--- src/rtl/alu_pkg.sv ---
// alu_pkg: op encodings, FSM state type and divide special-case helper shared by alu_seq.
// Latency: n/a (declarations only).
// Backpressure: n/a.
package alu_pkg;

    localparam logic       M_SEL_BASE = 1'b0;
    localparam logic       M_SEL_MEXT = 1'b1;

    localparam logic [3:0] CTRL_ADD  = 4'b0000;
    localparam logic [3:0] CTRL_SLL  = 4'b0001;
    localparam logic [3:0] CTRL_SLT  = 4'b0010;
    localparam logic [3:0] CTRL_SLTU = 4'b0011;
    localparam logic [3:0] CTRL_XOR  = 4'b0100;
    localparam logic [3:0] CTRL_SRL  = 4'b0101;
    localparam logic [3:0] CTRL_OR   = 4'b0110;
    localparam logic [3:0] CTRL_AND  = 4'b0111;
    localparam logic [3:0] CTRL_SUB  = 4'b1000;
    localparam logic [3:0] CTRL_SRA  = 4'b1101;

    localparam logic [3:0] CTRL_MUL    = 4'b0000;
    localparam logic [3:0] CTRL_MULH   = 4'b0001;
    localparam logic [3:0] CTRL_MULHSU = 4'b0010;
    localparam logic [3:0] CTRL_MULHU  = 4'b0011;
    localparam logic [3:0] CTRL_DIV    = 4'b0100;
    localparam logic [3:0] CTRL_DIVU   = 4'b0101;
    localparam logic [3:0] CTRL_REM    = 4'b0110;
    localparam logic [3:0] CTRL_REMU   = 4'b0111;

    typedef enum logic [1:0] {
        ST_IDLE = 2'd0,
        ST_BUSY = 2'd1,
        ST_DONE = 2'd2
    } state_t;

    // Divide-by-zero and signed-overflow results; callers keep the low XLEN bits.
    function automatic logic [63:0] div_special(input logic rem_op, input logic div_zero,
                                                input logic [63:0] dividend);
        logic [63:0] r;
        if (rem_op) r = div_zero ? dividend : 64'd0;
        else        r = div_zero ? {64{1'b1}} : dividend;
        return r;
    endfunction

endpackage

--- src/rtl/alu_muldiv_iter.sv ---
// alu_muldiv_iter: iterative shift-add multiplier / restoring divider on operand magnitudes.
// Latency: XLEN cycles from start_vld to done_vld; one iteration per cycle.
// Backpressure: none; caller starts only when idle and must register res_dat on done_vld.
module alu_muldiv_iter #(
    parameter int XLEN = 32
) (
    input  logic            core_clk,
    input  logic            arst_n,
    input  logic            start_vld,
    input  logic            flush,
    input  logic [2:0]      op,
    input  logic [XLEN-1:0] a_dat,
    input  logic [XLEN-1:0] b_dat,
    output logic            done_vld,
    output logic [XLEN-1:0] res_dat
);
    localparam int CW = $clog2(XLEN);

    logic              active_q;
    logic [CW-1:0]     cnt_q;
    logic [2*XLEN-1:0] acc_q;
    logic [2*XLEN-1:0] acc_nxt;
    logic [2*XLEN-1:0] prod_fix;
    logic [XLEN-1:0]   divisor_q;
    logic              is_div_q;
    logic              neg_q;
    logic              sel_hi_q;

    logic              is_div;
    logic              sgn_a;
    logic              sgn_b;
    logic              a_neg;
    logic              b_neg;
    logic [XLEN-1:0]   mag_a;
    logic [XLEN-1:0]   mag_b;
    logic [XLEN:0]     mul_sum;
    logic [XLEN:0]     div_sh;
    logic [XLEN:0]     div_diff;
    logic [XLEN-1:0]   div_part;
    logic [XLEN-1:0]   div_fix;

    // op[2] selects divide; MUL low half is sign-agnostic so it runs unsigned.
    assign is_div = op[2];
    assign sgn_a  = is_div ? ~op[0] : (op[1:0] == 2'b01 || op[1:0] == 2'b10);
    assign sgn_b  = is_div ? ~op[0] : (op[1:0] == 2'b01);
    assign a_neg  = sgn_a & a_dat[XLEN-1];
    assign b_neg  = sgn_b & b_dat[XLEN-1];
    assign mag_a  = a_neg ? -a_dat : a_dat;
    assign mag_b  = b_neg ? -b_dat : b_dat;

    // Accumulator: upper half is partial product / remainder, lower half multiplier / quotient.
    assign mul_sum  = {1'b0, acc_q[2*XLEN-1:XLEN]} + (acc_q[0] ? {1'b0, divisor_q} : '0);
    assign div_sh   = {acc_q[2*XLEN-1:XLEN], acc_q[XLEN-1]};
    assign div_diff = div_sh - {1'b0, divisor_q};

    always_comb begin
        acc_nxt = acc_q;
        if (!is_div_q)
            acc_nxt = {mul_sum, acc_q[XLEN-1:1]};
        else if (div_diff[XLEN])
            acc_nxt = {div_sh[XLEN-1:0], acc_q[XLEN-2:0], 1'b0};
        else
            acc_nxt = {div_diff[XLEN-1:0], acc_q[XLEN-2:0], 1'b1};
    end

    assign prod_fix = neg_q ? -acc_nxt : acc_nxt;
    assign div_part = sel_hi_q ? acc_nxt[2*XLEN-1:XLEN] : acc_nxt[XLEN-1:0];
    assign div_fix  = neg_q ? -div_part : div_part;
    assign res_dat  = is_div_q ? div_fix
                    : (sel_hi_q ? prod_fix[2*XLEN-1:XLEN] : prod_fix[XLEN-1:0]);
    assign done_vld = active_q && (cnt_q == CW'(XLEN - 1));

    always_ff @(posedge core_clk or negedge arst_n) begin
        if (!arst_n) begin
            active_q  <= 1'b0;
            cnt_q     <= '0;
            acc_q     <= '0;
            divisor_q <= '0;
            is_div_q  <= 1'b0;
            neg_q     <= 1'b0;
            sel_hi_q  <= 1'b0;
        end else if (flush) begin
            active_q <= 1'b0;
            cnt_q    <= '0;
        end else if (start_vld) begin
            active_q  <= 1'b1;
            cnt_q     <= '0;
            acc_q     <= {{XLEN{1'b0}}, mag_a};
            divisor_q <= mag_b;
            is_div_q  <= is_div;
            // Remainder follows the dividend sign; quotient and product follow sign xor.
            neg_q     <= (is_div && op[1]) ? a_neg : (a_neg ^ b_neg);
            sel_hi_q  <= is_div ? op[1] : (op[1:0] != 2'b00);
        end else if (active_q) begin
            acc_q <= acc_nxt;
            if (done_vld) begin
                active_q <= 1'b0;
                cnt_q    <= '0;
            end else begin
                cnt_q <= cnt_q + 1'b1;
            end
        end
    end

endmodule

--- src/rtl/alu_seq.sv ---
// alu_seq: handshaked RV32I/RV64I ALU; M-extension mul/div compiled in only with ALU_M_EXT_EN.
// Latency: 1 cycle for base ops, undefined ops and div special cases; 1+XLEN for iterative mul/div.
// Backpressure: result held while out_ready is low; in_ready only when idle or the result is leaving.
module alu_seq
    import alu_pkg::*;
#(
    parameter int XLEN = 32
) (
    input  logic            clk_w_i,
    input  logic            rst_w_i_l,
    input  logic            in_valid_w_i_h,
    output logic            in_ready_w_o_h,
    input  logic [4:0]      op_w_i,
    input  logic [XLEN-1:0] a_data_w_i,
    input  logic [XLEN-1:0] b_data_w_i,
    input  logic            flush_w_i_h,
    output logic            out_valid_w_o_h,
    input  logic            out_ready_w_i_h,
    output logic [XLEN-1:0] alu_res_w_o,
    output logic            zero_w_o_h
);
    localparam int SHW = $clog2(XLEN);

    state_t          state_q;
    state_t          state_d;
    logic [XLEN-1:0] res_q;
    logic [XLEN-1:0] single_res;
    logic            accept;
    logic            m_sel;
    logic [3:0]      ctrl;
    logic [SHW-1:0]  shamt;
    logic            is_iter;
    logic            iter_done;

    assign m_sel = op_w_i[4];
    assign ctrl  = op_w_i[3:0];
    assign shamt = b_data_w_i[SHW-1:0];

    assign in_ready_w_o_h  = (state_q == ST_IDLE) || (state_q == ST_DONE && out_ready_w_i_h);
    assign accept          = in_valid_w_i_h && in_ready_w_o_h && !flush_w_i_h;
    assign out_valid_w_o_h = (state_q == ST_DONE);
    assign alu_res_w_o     = res_q;
    assign zero_w_o_h      = (res_q == '0);

`ifdef ALU_M_EXT_EN
    logic [XLEN-1:0] iter_res;
    logic [63:0]     special_res;
    logic            div_zero;
    logic            div_ovf;

    assign div_zero    = (b_data_w_i == '0);
    assign div_ovf     = (a_data_w_i == {1'b1, {(XLEN-1){1'b0}}}) && (&b_data_w_i);
    assign special_res = div_special(ctrl[1], div_zero, 64'(a_data_w_i));

    alu_muldiv_iter #(
        .XLEN(XLEN)
    ) u_muldiv (
        .core_clk  (clk_w_i),
        .arst_n    (rst_w_i_l),
        .start_vld (accept && is_iter),
        .flush     (flush_w_i_h),
        .op        (ctrl[2:0]),
        .a_dat     (a_data_w_i),
        .b_dat     (b_data_w_i),
        .done_vld  (iter_done),
        .res_dat   (iter_res)
    );
`else
    assign iter_done = 1'b0;
`endif

    always_comb begin
        single_res = '0;
        is_iter    = 1'b0;
        if (m_sel == M_SEL_BASE) begin
            case (ctrl)
                CTRL_ADD:  single_res = a_data_w_i + b_data_w_i;
                CTRL_SUB:  single_res = a_data_w_i - b_data_w_i;
                CTRL_SLL:  single_res = a_data_w_i << shamt;
                CTRL_SRL:  single_res = a_data_w_i >> shamt;
                CTRL_SRA:  single_res = $signed(a_data_w_i) >>> shamt;
                CTRL_SLT:  single_res = {{(XLEN-1){1'b0}}, $signed(a_data_w_i) < $signed(b_data_w_i)};
                CTRL_SLTU: single_res = {{(XLEN-1){1'b0}}, a_data_w_i < b_data_w_i};
                CTRL_XOR:  single_res = a_data_w_i ^ b_data_w_i;
                CTRL_OR:   single_res = a_data_w_i | b_data_w_i;
                CTRL_AND:  single_res = a_data_w_i & b_data_w_i;
                default:   single_res = '0;
            endcase
        end
`ifdef ALU_M_EXT_EN
        else if (!ctrl[3]) begin
            // Divide by zero and signed overflow resolve immediately without iterating.
            if (ctrl[2] && (div_zero || (!ctrl[0] && div_ovf)))
                single_res = special_res[XLEN-1:0];
            else
                is_iter = 1'b1;
        end
`endif
    end

    always_comb begin
        state_d = state_q;
        case (state_q)
            ST_IDLE: if (accept) state_d = is_iter ? ST_BUSY : ST_DONE;
            ST_BUSY: if (iter_done) state_d = ST_DONE;
            ST_DONE: begin
                if (accept)               state_d = is_iter ? ST_BUSY : ST_DONE;
                else if (out_ready_w_i_h) state_d = ST_IDLE;
            end
            default: state_d = ST_IDLE;
        endcase
        if (flush_w_i_h) state_d = ST_IDLE;
    end

    always_ff @(posedge clk_w_i or negedge rst_w_i_l) begin
        if (!rst_w_i_l) begin
            state_q <= ST_IDLE;
            res_q   <= '0;
        end else begin
            state_q <= state_d;
            if (accept && !is_iter)
                res_q <= single_res;
`ifdef ALU_M_EXT_EN
            else if (iter_done && !flush_w_i_h)
                res_q <= iter_res;
`endif
        end
    end

endmodule
--- config.mk ---
export PLATFORM = sky130hd
export DESIGN_NAME = alu_seq
export DESIGN_NICKNAME = d
export VERILOG_FILES = /design/src/rtl/alu_pkg.sv /design/src/rtl/alu_muldiv_iter.sv /design/src/rtl/alu_seq.sv
export SDC_FILE = /design/constraint.sdc
export NUM_CORES = 1
export LEC_CHECK = 0
export CAP_MARGIN = 10
export CORE_ASPECT_RATIO = 1.2
export CORE_MARGIN = 1
export CORE_UTILIZATION = 47
export CTS_CLUSTER_SIZE = 30
export DETAILED_ROUTE_END_ITERATION = 16
export PLACE_DENSITY = 0.71
export SYNTH_ARGS = -nofsm -noshare
export SYNTH_HDL_FRONTEND = slang
export SYNTH_HIERARCHICAL = 1
export SYNTH_SLANG_ARGS = --single-unit
--- constraint.sdc ---
create_clock -name clk_w_i -period 1.77 [get_ports clk_w_i]
set_input_delay 0.354 -clock clk_w_i [delete_from_list [all_inputs] [get_ports clk_w_i]]
set_output_delay 0.354 -clock clk_w_i [all_outputs]
set_load 0.005 [all_outputs]
==> results of run 1 <==
## repair_timing
| item | CTS |
|---|---|
| setup buffers | 69 |
| gates cloned | 5 |
| pin swaps | 123 |
| gates resized for setup | 492 |
| setup endpoints to repair | 34 |
## through the flow
stage / cell area [um^2] / hold slack, ns
4_1_cts: 17800 / 0.128
3_5_place_dp: 15700 / 0.433
3_3_place_gp: 15700 / 0.432
2_1_floorplan: 10700 / 0.0584
## per-layer routing
| layer | track usage (%) | GRT overflow |
|---|---|---|
| met5 | 42.4 | 0 |
| met2 | 87.5 | 3 |
| met3 | 64.6 | 0 |
| met1 | 76.5 | 0 |
| met4 | 60.6 | 9 |
## cell usage after synthesis, types with 6 or more instances
master     count
nor2_1       124
o21ai_1       16
and3_1         7
buf_1         14
nor3_1        33
mux4_2        43
nor2b_1       11
a2111oi_0     14
o21ai_0       75
o211ai_1      30
ha_1         100
mux2_2        19
a222oi_1       7
nand4_1       13
nand2_1      141
o22ai_1        7
nor4_1        18
xnor2_1       10
a22o_1         9
mux2i_1       49
a221o_1        6
o31ai_1       22
nand2b_1      13
a21o_1        12
o21a_1        13
a211o_1       11
dfrtp_1       33
nand3_1       30
a211oi_1      31
o2111ai_1      8
o21bai_1      12
a21oi_1      129
nand3b_1       7
a221oi_1      17
clkbuf_1      84
and2_1         7
buf_2         10
a22oi_1       12
or3_1         13
a31oi_1       20
inv_1         93
## cells by family after synthesis
kind of cell / share of synthesized area [%]
AND/OR/NAND/NOR: 20.6
multiplexers: 16.2
AO/OA/AOI/OAI: 33.9
buffers and inverters: 7.75
flip-flops: 7.96
XOR/XNOR: 1.10
adder cells (fa/ha/maj): 12.4
==> qor.txt, run 1 <==
status: did not finish
Fail Step: global routing (5_1_grt)
error msg: [ERROR GRT-0232] Routing congestion too high. Check the congestion heatmap in the GUI.
Die Y: 165 um
area leader, netlist: ha_1
WEP type: register data pin
global route total overflow: 12
num rows: 59
synth top area cells: ha_1 12%, mux4_2 9.3%, dfrtp_1 8.0%
GRT Util Overall: 74.1%
Synth cell types: 91
Top FF cell, synth: dfrtp_1
IO Pins: 109
register area share after synthesis: 7.96%
Final GP Congestion: 1.09
total CTS buffers: 5
Post-Syn Area: 0.0104 mm^2
largest net degree at the start of global routing: 58
GRT worst endpoint: alu_res_w_o[0]$_DFFE_PN0P_/D
Syn Nets: 1607
CTS Root Cell: clkbuf_16
port buffer count: 108
CTS Hold Bufs: 0
HPWL Detailed: 45600 um
Synth Warn #: 6
Mapped Cells: 1431
chip width: 138 um
FFs w/ async S/R, synth: 100%
Post-synth EDFFs: 0
Seq cells post-synth: 33
H-tree depth: 2
clk buf depth: 2
Initial Utilization: 47.8%
# clock sinks: 33
Cells after DPL: 2245
Post-Place Worst Slack: -1.94 ns
Mapped Avg Cell Area: 7.25 um^2
area share of the largest cell type after synthesis: 12.1%
==> run 2: changes to the inputs <==
CORE_ASPECT_RATIO = not set   (was 1.2)
CORE_UTILIZATION = 32   (was 47)
CTS_CLUSTER_SIZE = not set   (was 30)
PLACE_DENSITY = not set   (was 0.71)
PLACE_DENSITY_LB_ADDON = 0.15   (was not set)
clock period = 2.3 ns   (was 1.77 ns; I/O delays follow)
==> qor.txt, run 2 <==
pwr/cell area: 307 mW/mm^2
vias per cell: 6.12
max cap viols: 0
via count: 15291
Synth Warn #: 6
CTS Root Cell: clkbuf_16
Post-synth EDFFs: 0
CP Class: input port to register
antenna viol nets, final: 0
Die Y: 182 um
num rows: 65
Worst Setup End Kind: register
first-pass GRT wire length: 93900 um
Min-Delay Path Class: input port to asynchronous set/reset pin
unrepaired setup endpoints after global routing: yes
initial antenna violation count: 0
Static Leak: 8.46 nW
H-tree depth: 2
HPWL Detailed: 48700 um
Core Box Area: 0.0317 mm^2
CTS Hold Bufs: 0
Mapped Avg Cell Area: 7.25 um^2
startpoint types: input port
maximum VDD drop: 0.283 mV
Initial Utilization: 32.7%
Cells after DPL: 2402
Post-Layout Inst Area: 0.0193 mm^2
synth top area cells: ha_1 12%, mux4_2 9.3%, dfrtp_1 8.0%
Post-Route WL: 63800 um
Top FF cell, synth: dfrtp_1
crit path cell chain: buf_8 -> buf_6 -> buf_4 -> buf_12 -> buf_8 -> buf_4 -> mux4_2 -> nand2_1 -> buf_4 -> nand3_1 -> o221ai_1 -> a22o_1 -> o211ai_1 -> o311a_1
Post-Synth Simple-Gate Area: 20.6%
Seq cells post-synth: 33
Syn Nets: 1607
Critical Path Fanout Max: 7
CP Depth: 14
port buffer count: 108
post-synthesis compound-gate area fraction: 33.9%
final worst slack: -0.557 ns
vias in the first global route: 14953
WP data required: 2.50 ns
largest net degree at the start of global routing: 47
Min Clock Period, post-route: 2.86 ns
Post-Layout Cell Count: 2500
clk buf depth: 2
chip width: 182 um
layout cells sized above 1: 52.8%
area share of the largest cell type after synthesis: 12.1%
Placed Area: 0.0160 mm^2
most used cell, CP: buf_4
Critical Path AT: 3.06 ns
Post-Syn Area: 0.0104 mm^2
main combinational cell family by area after synthesis: compound AO/OA/AOI/OAI gates
violated checks: negative setup slack
most common cell after layout, fill and taps aside: buf_4
CTS tree: built
Final GP Congestion: 1.04
area leader, netlist: ha_1
Final nets: 2274
Max Clock Freq: 350 MHz
IO Pins: 109
Worst Tran Pin Value: 0.715 ns
most frequent cells in the layout: 572 x buf_4, 133 x nand2_1, 106 x nor2_1, 93 x a21oi_1, 72 x buf_6
# clock sinks: 33
CP max stage delay: 0.47 ns
delay-heaviest family, CP: compound AO/OA/AOI/OAI gates
routed length per instance: 25.5 um
clock skew: 0.00867 ns
full die area: 0.0331 mm^2
GRT Util Overall: 37.7%
Clock transition at path regs: 0.07 ns
mux share of post-synthesis cell area: 16.2%
# diodes: 0
drt drc: 0
Pins Over Slew Limit: 0
Mapped Cells: 1431
Slew HR: 52.3%
XOR/XNOR share of the synthesized area: 1.10%
top cells by count, synth: 141 x nand2_1, 129 x a21oi_1, 124 x nor2_1
global route total overflow: 0
Final period util: 124%
Hold Slack: 0.0417 ns
status: finished with violations
most common cell in the netlist: nand2_1
Critical-path top delay cell: mux4_2
depth of the worst register-to-register path: 10
Final setup viols: 32
drt initial violations: 1579
FFs w/ async S/R, synth: 100%
max FFs per register: 32
later-pin clock latency in the skew report: 0.31 ns
r2r setup slk: 0.01 ns
register area share after synthesis: 7.96%
Post-Synth Adder-Cell Area: 12.4%
P&R area growth vs syn: 86.4%
Synth cell types: 91
router iterations before antenna repair: 6
Final Hold Vio Count: 0
total CTS buffers: 5
WP buf/inv: 7
-- run 2: cell counts after synthesis --
No cell type changed its count.
-- run 2: final timing paths --
kind	startpoint	endpoint
setup / recovery	b_data_w_i[0]	alu_res_w_o[30]
hold / removal	rst_w_i_l	state_q[1]
setup reg to reg	state_q[1]	alu_res_w_o[24]
hold reg to reg	alu_res_w_o[16]	alu_res_w_o[16]
max in group asynchronous	rst_w_i_l	alu_res_w_o[9]
min in group clk_w_i	alu_res_w_o[16]	alu_res_w_o[16]
-- run 2: per-layer routing --
metal	part of all wire (%)	GRT usage (%)	vias up
li1	-	-	6790
met1	39	47.6	7324
met2	45	60.8	962
met3	9.0	5.45	215
met4	7.3	22.6	0
met5	0	0	-
-- run 2: layout make-up --
| class | instances | area, um^2 |
|---|---|---|
| inverters | 100 | 433 |
| clock buffers | 7 | 143 |
| well taps | 402 | 503 |
| fillers | 2767 | 12400 |
| flip-flops and latches | 33 | 826 |
| repair buffers | 769 | 6530 |
| multi-input cells | 1189 | 10900 |
-- run 2: repair_timing --
item / CTS / global route
gates cloned: 4 / 0
pin swaps: 155 / 122
gates resized for setup: 547 / 143
setup endpoints to repair: 33 / 33
setup buffers: 80 / 27
-- run 2: cells by family (layout without fill, tap and decap cells) --
logic type	after synthesis	in the layout
AO/OA/AOI/OAI	514	514
AND/OR/NAND/NOR	448	448
buffers and inverters	209	876
multiplexers	112	112
adder cells (fa/ha/maj)	102	102
flip-flops	33	33
XOR/XNOR	13	13
-- run 2: worst register-to-register path: stages (launching register included) --
cell and delay (ns):
dfrtp_1 0.33, nor2b_1 0.22, inv_1 0.10, nand2b_2 0.14
buf_4 0.20, buf_4 0.33, nand2_1 0.19, a32oi_4 0.27
nor2_1 0.07, a31o_1 0.22, o2bb2ai_1 0.15
-- run 2: stage by stage --
stage               TNS, ns  util (%)  worst slack (ns)  power, mW
floorplan            -16.70         -             -1.12       2.30
global placement     -35.20      50.5             -1.50       4.19
detailed placement   -35.83      50.5             -1.54       4.20
CTS                  -11.51      58.9            -0.622       5.62
global route         -12.27      61.0            -0.586       6.19
finish               -10.23      61.0            -0.557       5.94
-- run 2: power breakdown --
part | internal [mW] | switching, mW | total (mW)
sequential | 0.610 | 0.0316 | 0.642
clock | 0.428 | 0.339 | 0.767
combinational | 2.20 | 2.33 | 4.53
total | 3.24 | 2.70 | 5.94
Power figures use the tool's default switching activity.
